===== config.mk =====
export PLATFORM = sky130hd
export DESIGN_NAME = iclk_monitor
export DESIGN_NICKNAME = d
export VERILOG_FILES = /design/src/rtl/iclk_monitor.sv
export SDC_FILE = /design/constraint.sdc
export NUM_CORES = 1
export LEC_CHECK = 0
export CAP_MARGIN = 30
export CORE_ASPECT_RATIO = 0.5
export CORE_MARGIN = 1.5
export CORE_UTILIZATION = 40
export CTS_CLUSTER_SIZE = 10
export DETAILED_ROUTE_END_ITERATION = 8
export PLACE_DENSITY_LB_ADDON = 0.1
export SYNTH_ARGS = -nofsm -noshare
export SYNTH_HDL_FRONTEND = slang
export SYNTH_SLANG_ARGS = --single-unit

===== constraint.sdc =====
create_clock -name clk100mhz -period 2.1 [get_ports clk100mhz]
set_clock_uncertainty 0.2 [all_clocks]
set_input_delay 0.525 -clock clk100mhz [delete_from_list [all_inputs] [get_ports clk100mhz]]
set_output_delay 0.525 -clock clk100mhz [all_outputs]
set_load 0.005 [all_outputs]

===== src/rtl/iclk_monitor.sv =====
// iclk_monitor: synchronizes iclk_in, strobes its edges, measures its period and tracks lock/loss; ICLK_MON_PERIOD_OUT_EN adds period_meas
module iclk_monitor #(
    parameter int SYNC_STAGES = 2,
    parameter int EXP_PERIOD  = 25,
    parameter int TOL         = 2,
    parameter int LOCK_COUNT  = 4,
    parameter int TIMEOUT     = 64
) (
    input  logic       clk100mhz,
    input  logic       rst,
    input  logic       iclk_in,
    input  logic       lost_clr,
    output logic       rise_stb,
    output logic       fall_stb,
    output logic       locked,
`ifdef ICLK_MON_PERIOD_OUT_EN
    output logic [6:0] period_meas,
`endif
    output logic       lost
);
    localparam int GW = $clog2(LOCK_COUNT + 1);
    localparam logic [6:0] TMO = 7'(TIMEOUT);
    localparam logic [6:0] LO = 7'(EXP_PERIOD - TOL);
    localparam logic [6:0] HI = 7'(EXP_PERIOD + TOL);
    localparam logic [GW-1:0] LCK = GW'(LOCK_COUNT);
    typedef enum logic [1:0] {IDLE, ACQ, LOCKED, LOST} state_t;
    state_t state_q, state_d;
    logic [SYNC_STAGES-1:0] sync_q;
    logic prev_q, rise_q, fall_q, locked_q, lost_q;
    logic rise_d, fall_d, in_tol;
    logic [6:0] cnt_q, cnt_d, sample_q, sample_d;
    logic [GW-1:0] good_q, good_d;
    // Edge detect, period counter (1 while rise_stb is high) and lock FSM next state
    always_comb begin
        rise_d = sync_q[SYNC_STAGES-1] & ~prev_q;
        fall_d = ~sync_q[SYNC_STAGES-1] & prev_q;
        cnt_d = rise_d ? 7'd1 : (cnt_q == TMO ? TMO : cnt_q + 7'd1);
        sample_d = rise_d ? cnt_q : sample_q;
        in_tol = sample_q >= LO && sample_q <= HI;
        state_d = state_q;
        good_d = good_q;
        case (state_q)
            IDLE: if (rise_q) begin
                state_d = ACQ;
                good_d = '0;
            end
            ACQ: if (cnt_d == TMO) state_d = LOST;
                else if (rise_q) begin
                    good_d = in_tol ? good_q + GW'(1) : '0;
                    if (in_tol && good_q + GW'(1) == LCK) state_d = LOCKED;
                end
            LOCKED: if (cnt_d == TMO || (rise_q && !in_tol)) state_d = LOST;
            LOST: if (lost_clr) state_d = IDLE;
        endcase
    end
    // All state, with outputs registered from the next-state decode
    always_ff @(posedge clk100mhz) begin
        if (rst) begin
            sync_q <= '0;
            prev_q <= 1'b0;
            rise_q <= 1'b0;
            fall_q <= 1'b0;
            cnt_q <= '0;
            sample_q <= '0;
            good_q <= '0;
            state_q <= IDLE;
            locked_q <= 1'b0;
            lost_q <= 1'b0;
        end else begin
            sync_q <= {sync_q[SYNC_STAGES-2:0], iclk_in};
            prev_q <= sync_q[SYNC_STAGES-1];
            rise_q <= rise_d;
            fall_q <= fall_d;
            cnt_q <= cnt_d;
            sample_q <= sample_d;
            good_q <= good_d;
            state_q <= state_d;
            locked_q <= state_d == LOCKED;
            lost_q <= state_d == LOST;
        end
    end
    assign rise_stb = rise_q;
    assign fall_stb = fall_q;
    assign locked = locked_q;
    assign lost = lost_q;
`ifdef ICLK_MON_PERIOD_OUT_EN
    assign period_meas = sample_q;
`endif
endmodule


==> run metrics, run 1 <==
PortBufs=7; NumNets Final=165; Final Max Slew Viols=0; mux contribution to synthesized area=4.44%; filler instances=around 260; total wire length=about 2.5 mm; status=finished with violations; initial drt markers=37; # DRC=0; H-Tree Level Count=1; die height=between 40 and 50 um; Least-Margin Pin Slew=~0.36 ns; startpoint types=flip-flop; max-cap violations=0; CP max-delay cell=or3b_4; adder-cell share of the synthesized area=under 10%; fin crit share=101%; CTS Buf Count=3; number of global-route vias before repair=about 760; top_reg_cell synth=dfxtp_1; dominant cells by area after synthesis=dfxtp_1 (45%), nand2_1 (5.5%), ha_1 (4.3%); Leak=around 0.00063 uW; DR pass1 iterations=4; design area=around 0.0016 mm2; row count=13; drt wl/cell=13.2 um; CP Buf/Inv Count=1; Reg-to-Reg End=good_q[0]; reg2reg setup slack=-0.03 ns; non-filler cells in the finished layout=a little under 200; Worst Hold Endpoint=sync_q[1]; clk root buf=clkbuf_8; Max VDD drop=about 0.28 mV; simple-gate portion of the synthesized area=26.1%; first-pass GRT wire length=3.63 mm; core area=0.00267 mm2; ant diodes=0; clock tree sinks=26; Clock Latency Late Sink=0.28 ns; slack of the critical path=-0.0292 ns; maximum root-to-sink buffer count=2; Initial Util=between 40% and 50%; CP Cell Sequence=buf_6 -> nand4_1 -> xor2_2 -> o311ai_4 -> a211oi_2 -> or3b_4 -> mux2_4; TritonCTS clock tree=yes; critical path capture point type=flip-flop; area share of the leading cell type in the synthesized netlist=45.0%; area taken by multi-input logic gates=approximately 670 um2; Mapped Nets=139; HP Start=sync_q[0]; clk slew on worst S/H paths=~0.10 ns; largest family of logic cells by synthesized area=simple AND/OR/NAND/NOR gates; Top delay family on crit path=simple AND/OR/NAND/NOR gates; CP peak stage delay=0.44 ns; number of synthesized flops with an enable pin=0; #FFs+latches synth=26; cell taking the most area after synthesis=dfxtp_1; async set-reset flop share out of synthesis=0%; Area Growth Syn to Fin=36.1%; pwr/cell area=661 mW/mm2; distinct cell type count after synthesis=37; Vias/cell=slightly below 5; RSZ-0062 raised after global routing=yes; crit path DAT=2.11 ns; failing checks=setup timing; final total power=about 1000 uW; syn avg cell area=around 8.8 um2; Die ar.=~0.0032 mm2; XOR/XNOR share of the synthesized area=4.55%; worst r2r src=cnt_q[1]; complex-gate fraction of the synthesized area=about 11%; initial antenna violation count=0; hold_buf cts=0; largest net degree at the start of global routing=16; Setup CP Type=reg2reg; Rel. slew slack=between 70 and 80%; Post-Place Cells=185; Crit Path Max Fanout=6; Area after DPL=~0.0014 mm2; register area=539 um2; Placer Congestion=0.813; total congestion overflow=0; layout cells sized above 1=~29%; post-synthesis sequential area ratio=a little under half; CP Data Required Time=2.08 ns; synthesized area=approximately 0.0012 mm2; R2R cell count=7; ANT nets after route=0; max frequency=~470 MHz; Die W=~79 um; cell count after synthesis=about 130; hold path depth=1; hpwl dp=1.74 mm; pre-CTS WS=-0.0467 ns; Final min period=roughly 2.1 ns; Final Hold Vio Count=0; vias=roughly 950; overall routing resource usage=between 15 and 20%; final setup fails=2; Ys Warns=0; IO Count=8; Min-Delay Path Class=reg2reg
-- synthesized netlist by cell type (2+ instances only) --
| cell | count |
|---|---|
| nand2_1 | 17 |
| nand3_1 | 5 |
| buf_2 | 3 |
| nor2b_1 | 8 |
| clkbuf_1 | 3 |
| dfxtp_1 | 26 |
| ha_1 | 4 |
| a21oi_1 | 9 |
| inv_1 | 5 |
| a31oi_1 | 2 |
| nor3_1 | 4 |
| mux2_4 | 2 |
| nand4_1 | 2 |
| nor2_1 | 11 |
| xor2_1 | 5 |
| nand2b_1 | 4 |
-- cells in the final DEF (no fill, tap or decap), types with 2 or more instances in the layout --
cell	netlist	final
ha_1	4	3
dfxtp_1	26	21
nand3_1	5	4
nor2_1	11	11
nor2b_1	8	8
clkbuf_8	0	3
dfxtp_4	0	5
nand2_1	17	16
clkdlybuf4s50_1	0	7
a21oi_1	9	8
xor2_1	5	3
xor2_2	0	2
nand4_1	2	2
buf_4	1	20
nand2b_1	4	4
a31oi_1	2	2
inv_1	5	5
nor3_1	4	3
mux2_4	2	2
-- flip-flops by register name, summed over array words and instances (netlist names) --
signal and count:
sync_q 2, prev_q 1, lost 1, state_q 2
cnt_q 7, fall_stb 1, rise_stb 1, good_q 3
locked 1, sample_q 7
-- layer usage --
layer	track usage [%]	vias to the layer above	wire, um
met5	0	-	0
met4	3.95	0	14
met3	6.22	2	84
met2	23.1	10	1090
met1	21.5	445	1360
li1	-	495	-
-- cell type report --
class                           count  area share, %
Multi-Input combinational cell     93           42.4
Sequential cell                    26           34.3
Timing Repair Buffer               28           14.7
Tap cell                           37           2.94
Clock buffer                        3           2.62
Clock inverter                      1           1.91
Inverter                            5           1.19
-- where the power goes --
| group | internal [uW] | switching [uW] | leakage, uW |
|---|---|---|---|
| Sequential | 500 | 14.0 | 0.000214 |
| Combinational | 56.6 | 44.5 | 0.000385 |
| Clock | 255 | 170 | 0.0000357 |
| Total | 812 | 228 | 0.000635 |
-- metrics by stage --
stage | utilization, % | setup TNS, ns | hold WS [ns]
2_1_floorplan | - | 0 | 0.214
3_3_place_gp | 51.8 | -0.0899 | 0.217
3_5_place_dp | 51.8 | -0.0849 | 0.226
4_1_cts | 55.0 | -0.0946 | 0.248
5_1_grt | 59.0 | -0.361 | 0.277
6_report | 59.0 | -0.0510 | 0.249
-- kinds of logic (layout without fill, tap and decap cells) --
group / count (synthesis) / count (layout)
adder cells (fa/ha/maj): 4 / 4
AO/OA/AOI/OAI: 20 / 20
buffers and inverters: 12 / 37
multiplexers: 4 / 4
AND/OR/NAND/NOR: 59 / 59
flip-flops: 26 / 26
XOR/XNOR: 6 / 6
-- worst max-delay path by stage --
stage                         from        end  slack, ns  cells after the start
after global routing      cnt_q[1]     locked      -0.10                      7
final                     cnt_q[1]  good_q[0]      -0.03                      7
after CTS                 cnt_q[0]  good_q[0]      -0.05                      7
after floorplan           cnt_q[0]  good_q[0]       0.05                      6
after global placement    cnt_q[0]  good_q[0]      -0.05                      6
after detailed placement  cnt_q[0]  good_q[0]      -0.05                      6
-- worst reg2reg max path, cell delays in order, from the launching register on --
cell,delay (ns)
dfxtp_4,0.40
buf_6,0.11
nand4_1,0.13
xor2_2,0.20
o311ai_4,0.11
a211oi_2,0.13
or3b_4,0.44
mux2_4,0.31
-- repair_timing --
action,4_1_cts,5_1_grt
buffers inserted,0,4
endpoints found under the setup margin,3,6
resized for setup,4,18
pin swaps,1,6
No activity file was read; power rests on OpenSTA's default activity.
==> run 2, diff against run 1 <==
==> constraint.sdc (replaced) <==
create_clock -name clk100mhz -period 2.1 [get_ports clk100mhz]
set_clock_uncertainty 0.2 [all_clocks]
set_input_delay 0.21 -clock clk100mhz [delete_from_list [all_inputs] [get_ports clk100mhz]]
set_output_delay 0.21 -clock clk100mhz [all_outputs]
set_load 0.005 [all_outputs]
==> run metrics, run 2 (synthesis gave the netlist of run 1 again) <==
reg2reg setup slack=-0.02 ns (about the same); hold_buf cts=0 (unchanged); Post-Route Utilization=58.8% (-0.23 points); IO Count=8 (unchanged); Die W=79.0 um (unchanged); first-pass GRT wire length=3.92 mm (+8.0%); Max VDD drop=0.416 mV (+51%); Placer Congestion=0.769 (-5.4%); max-cap violations=0 (unchanged); vias=945 (-0.74%); core area=0.00267 mm2 (unchanged); DR pass1 iterations=4 (unchanged); failing checks=setup timing; number of global-route vias before repair=826 (+9.0%); area taken by multi-input logic gates=676 um2 (+1.3%); filler instances=248 (-3.9%); Area Growth Syn to Fin=35.6%; biggest regs=cnt_q: 7 flops, sample_q: 7 flops, good_q: 3 flops; pwr/cell area=660 mW/mm2 (-0.14%); ANT nets after route=0 (unchanged); TritonCTS clock tree=yes; row count=13 (unchanged); clock tree sinks=26 (unchanged); RSZ-0062 raised after global routing=yes; design area=0.00157 mm2 (-0.40%); Least-Margin Pin Slew=0.331 ns (-0.0262 ns); Area after DPL=0.00138 mm2 (unchanged); Final Max Slew Viols=0 (unchanged); fin crit share=101% (-0.62 points); Final Hold Vio Count=0 (unchanged); final total power=1030 uW (-0.54%); Die ar.=0.00324 mm2 (unchanged); initial antenna violation count=0 (unchanged); Worst Hold Endpoint=sync_q[1]; maximum root-to-sink buffer count=2 (unchanged); startpoint types=flip-flop; hpwl dp=1.71 mm (-1.7%); status=finished with violations; Reg-to-Reg End=good_q[2]; CTS Buf Count=3 (unchanged); die height=41.0 um (unchanged); Final TNS setup=-0.0247 ns (+0.0264 ns); layout cells sized above 1=27.7% (-1.7 points); max frequency=473 MHz (+0.62%); clk root buf=clkbuf_8; Crit Path Max Fanout=6 (unchanged); initial drt markers=47 (+27%); worst r2r src=cnt_q[0]; commonest non-fill, non-tap cell in the layout=dfxtp_1; slack of the critical path=-0.0161 ns (+0.0131 ns); final setup fails=2 (unchanged); register area=532 um2 (-1.4%); overall routing resource usage=16.9% (+1.2 points); crit path DAT=2.08 ns (-0.03 ns); critical path capture point type=flip-flop; clk slew on worst S/H paths=0.09 ns (about the same); CP Data Required Time=2.07 ns (about the same); HP Start=sync_q[0]; Min-Delay Path Class=reg2reg; PortBufs=7 (unchanged); largest net degree at the start of global routing=16 (unchanged); # DRC=0 (unchanged); hold path depth=1 (unchanged); Initial Util=43.3% (unchanged); ant diodes=0 (unchanged); Rel. slew slack=77.7% (+1.8 points); NumNets Final=164 (-0.61%); H-Tree Level Count=1 (unchanged); Vias/cell=4.92 (-0.22%); Setup CP Type=reg2reg; R2R cell count=6 (-1); Final min period=2.12 ns (-0.0131 ns); total wire length=2.38 mm (-6.4%); Leak=0.000634 uW (about the same); total congestion overflow=0 (unchanged); drt wl/cell=12.4 um (-5.9%); most frequent cells in the layout=dfxtp_1 (21), buf_4 (19), nand2_1 (16); Clock Latency Late Sink=0.27 ns (about the same)
-- run 2: changes by cell type in the layout (fill, tap and decap cells not counted), sizes merged --
cell / previous run / this run
buf: 21 / 20
-- run 2: where the power goes --
group / internal [uW] / switching, uW / total (uW)
registers: 503 / 14.1 / 517
logic: 56.9 / 42.9 / 99.8
clock network: 255 / 162 / 417
total: 815 / 219 / 1030
-- run 2: worst max path at each step --
stage | cells past startpoint | end | start | slack (ns)
global placement | 6 | good_q[0] | cnt_q[0] | -0.04
global route | 6 | good_q[2] | cnt_q[0] | -0.09
CTS | 7 | good_q[2] | cnt_q[1] | -0.08
floorplan | 6 | good_q[0] | cnt_q[0] | 0.05
finish | 6 | good_q[2] | cnt_q[0] | -0.02
detailed placement | 6 | good_q[2] | cnt_q[0] | -0.08
-- run 2: cell type report --
class	count	share of cell area, %
Clock buffer	3	2.63
Multi-Input combinational cell	93	43.1
Inverter	5	1.20
Timing Repair Buffer	27	14.3
Sequential cell	26	33.9
Clock inverter	1	1.92
Tap cell	37	2.95
-- run 2: worst max-delay path: stages (launching register included) --
cell	delay, ns
dfxtp_4	0.40
ha_4	0.17
nor4_2	0.05
o311ai_4	0.33
a211oi_2	0.13
or3b_4	0.41
mux2_4	0.31
-- run 2: what timing repair did --
item                                    4_1_cts  5_1_grt
endpoints found under the setup margin        4        6
setup buffers                                 2        1
pin swaps                                     5        5
resized for setup                            10        9
hold endpoints to repair                      0        0
-- run 2: routing by layer --
metal | share of wire [%] | GRT usage, % | vias up
li1 | - | - | 489
met1 | 53 | 23.4 | 441
met2 | 43 | 25.9 | 13
met3 | 3.9 | 6.00 | 2
met4 | 0.59 | 2.63 | 0
met5 | 0 | 0 | -
-- run 2: stage by stage --
step	hold slack [ns]	setup slack, ns	std cells
final	0.248	-0.0161	192
after global routing	0.272	-0.0855	192
after CTS	0.248	-0.0762	191
after detailed placement	0.224	-0.0817	185
after global placement	0.218	-0.0366	185
after floorplan	0.138	0.0538	131
==> run 3, diff against run 2 <==
- clock period: 2.1 -> 2.5 ns (I/O delays scaled with it)
==> run metrics, run 3 (synthesis gave the netlist of run 1 again) <==
status=completed; most frequent cells in the layout=dfxtp_1 (26), nand2_1 (17), nor2_1 (11); reg2reg setup slack=0.19 ns (+0.20 ns); row count=13 (unchanged); HP Start=sync_q[0]; clk slew on worst S/H paths=0.08 ns (about the same); register area=520 um2 (-2.1%); Clock Latency Late Sink=0.26 ns (about the same); critical path capture point type=flip-flop; area taken by multi-input logic gates=586 um2 (-13%); final total power=709 uW (-31%); ant diodes=0 (unchanged); slack of the critical path=0.189 ns (+0.205 ns); IO Count=8 (unchanged); first-pass GRT wire length=3.35 mm (-15%); max frequency=433 MHz (-8.5%); overall routing resource usage=14.8% (-2.1 points); filler instances=276 (+11%); Area after DPL=0.00126 mm2 (-8.7%); TritonCTS clock tree=yes; design area=0.00131 mm2 (-17%); Final Hold Vio Count=0 (unchanged); initial drt markers=28 (-40%); Final TNS setup=0 ns (+0.0247 ns); Min-Delay Path Class=reg2reg; NumNets Final=147 (-10%); hpwl dp=1.55 mm (-9.1%); ANT nets after route=0 (unchanged); max layer used=met4; Least-Margin Pin Slew=0.431 ns (+0.0995 ns); total wire length=2.12 mm (-11%); Placer Congestion=0.766 (-0.42%); crit path DAT=2.27 ns (+0.19 ns); commonest non-fill, non-tap cell in the layout=dfxtp_1; clk root buf=clkbuf_8; fin crit share=92.5% (-8.3 points); Die ar.=0.00324 mm2 (unchanged); largest net degree at the start of global routing=14 (-2); total congestion overflow=0 (unchanged); RSZ-0062 raised after global routing=no; H-Tree Level Count=1 (unchanged); initial antenna violation count=0 (unchanged); Vias/cell=4.97 (+0.89%); number of global-route vias before repair=722 (-13%); Final min period=2.31 ns (+0.195 ns); final setup fails=0 (-2); core area=0.00267 mm2 (unchanged); worst r2r src=cnt_q[1]; Reg-to-Reg End=good_q[0]; Crit Path Max Fanout=8 (+2); routed wl met2=831 um (-18%); max-cap violations=0 (unchanged); die height=41.0 um (unchanged); maximum root-to-sink buffer count=2 (unchanged); Area Growth Syn to Fin=12.9%; met3 WL post-DR=103 um (+9.6%); drt wl/cell=12.2 um (-1.9%); clock tree sinks=26 (unchanged); pre-CTS WS=0.180 ns (+0.262 ns); Initial Util=43.3% (unchanged); hold path depth=1 (unchanged); M1 wire length=1.17 mm (-6.8%); DR pass1 iterations=4 (unchanged); # DRC=0 (unchanged); pwr/cell area=543 mW/mm2 (-18%); biggest regs=cnt_q: 7 flops, sample_q: 7 flops, good_q: 3 flops; Leak=0.000520 uW (-18%); Rel. slew slack=70.5% (-7.2 points); Setup CP Type=reg2reg; hold_buf cts=0 (unchanged); vias=864 (-8.6%); startpoint types=flip-flop; Max VDD drop=0.214 mV (-49%); Die W=79.0 um (unchanged); CP Data Required Time=2.46 ns (+0.39 ns); CTS Buf Count=3 (unchanged); R2R cell count=6 (unchanged); Final Max Slew Viols=0 (unchanged); layout cells sized above 1=8.03% (-20 points); PortBufs=7 (unchanged); Worst Hold Endpoint=sync_q[1]; Post-Place Cells=171 (-7.6%); non-filler cells in the finished layout=174 (-9.4%)
==> run 3: cell count changes in the layout (fill, tap and decap cells not counted), moves of 2 or more <==
cell     delta
buf_4      -16
dfxtp_1     +5
dfxtp_2     -3
dfxtp_4     -2
xor2_1      +2
==> run 3: worst max-delay path, cell delays in order (launching register included) <==
cell      delay [ns]
dfxtp_1         0.46
ha_2            0.29
nor4_1          0.06
o311ai_1        0.31
a211oi_1        0.16
or3b_4          0.43
mux2_4          0.30
==> run 3: worst max path at each step <==
| stage | start | end | slack (ns) | cells after the start |
|---|---|---|---|---|
| final | cnt_q[1] | good_q[0] | 0.19 | 6 |
| after global routing | cnt_q[0] | good_q[2] | 0.03 | 6 |
| after CTS | cnt_q[0] | good_q[0] | 0.17 | 7 |
| after detailed placement | cnt_q[0] | good_q[0] | 0.18 | 7 |
| after global placement | cnt_q[0] | good_q[0] | 0.21 | 7 |
| after floorplan | cnt_q[0] | good_q[0] | 0.33 | 7 |
==> run 3: repair_timing <==
item / 4_1_cts / 5_1_grt
gates resized for setup: 0 / 1
hold endpoints to repair: 0 / 0
endpoints found under the setup margin: 0 / 2
buffers inserted: 0 / 0
==> run 3: cell type report <==
type                       instances  share of cell area (%)
tap                               37                    3.55
multi-input combinational         93                    44.9
timing repair buffer              10                    7.09
sequential                        26                    39.9
clock buffer                       3                    3.16
inverter                           5                    1.44
==> run 3: where the power goes <==
part | internal (uW) | leakage, uW | total, uW | switching [uW]
logic | 24.4 | 0.000288 | 48.9 | 24.5
registers | 422 | 0.000211 | 434 | 11.6
clock network | 108 | 0.0000216 | 227 | 119
total | 554 | 0.000520 | 709 | 155
==> run 3: layer usage <==
| metal | global-route usage (%) | up-vias |
|---|---|---|
| li1 | - | 458 |
| met1 | 19.5 | 393 |
| met2 | 22.6 | 11 |
| met3 | 6.00 | 2 |
| met4 | 3.95 | 0 |
| met5 | 0 | - |
==> run 3: per-stage QoR <==
step / util, % / hold slack (ns)
2_1_floorplan: - / 0.178
3_3_place_gp: 47.3 / 0.217
3_5_place_dp: 47.3 / 0.225
4_1_cts: 48.8 / 0.246
5_1_grt: 48.9 / 0.261
6_report: 48.9 / 0.241
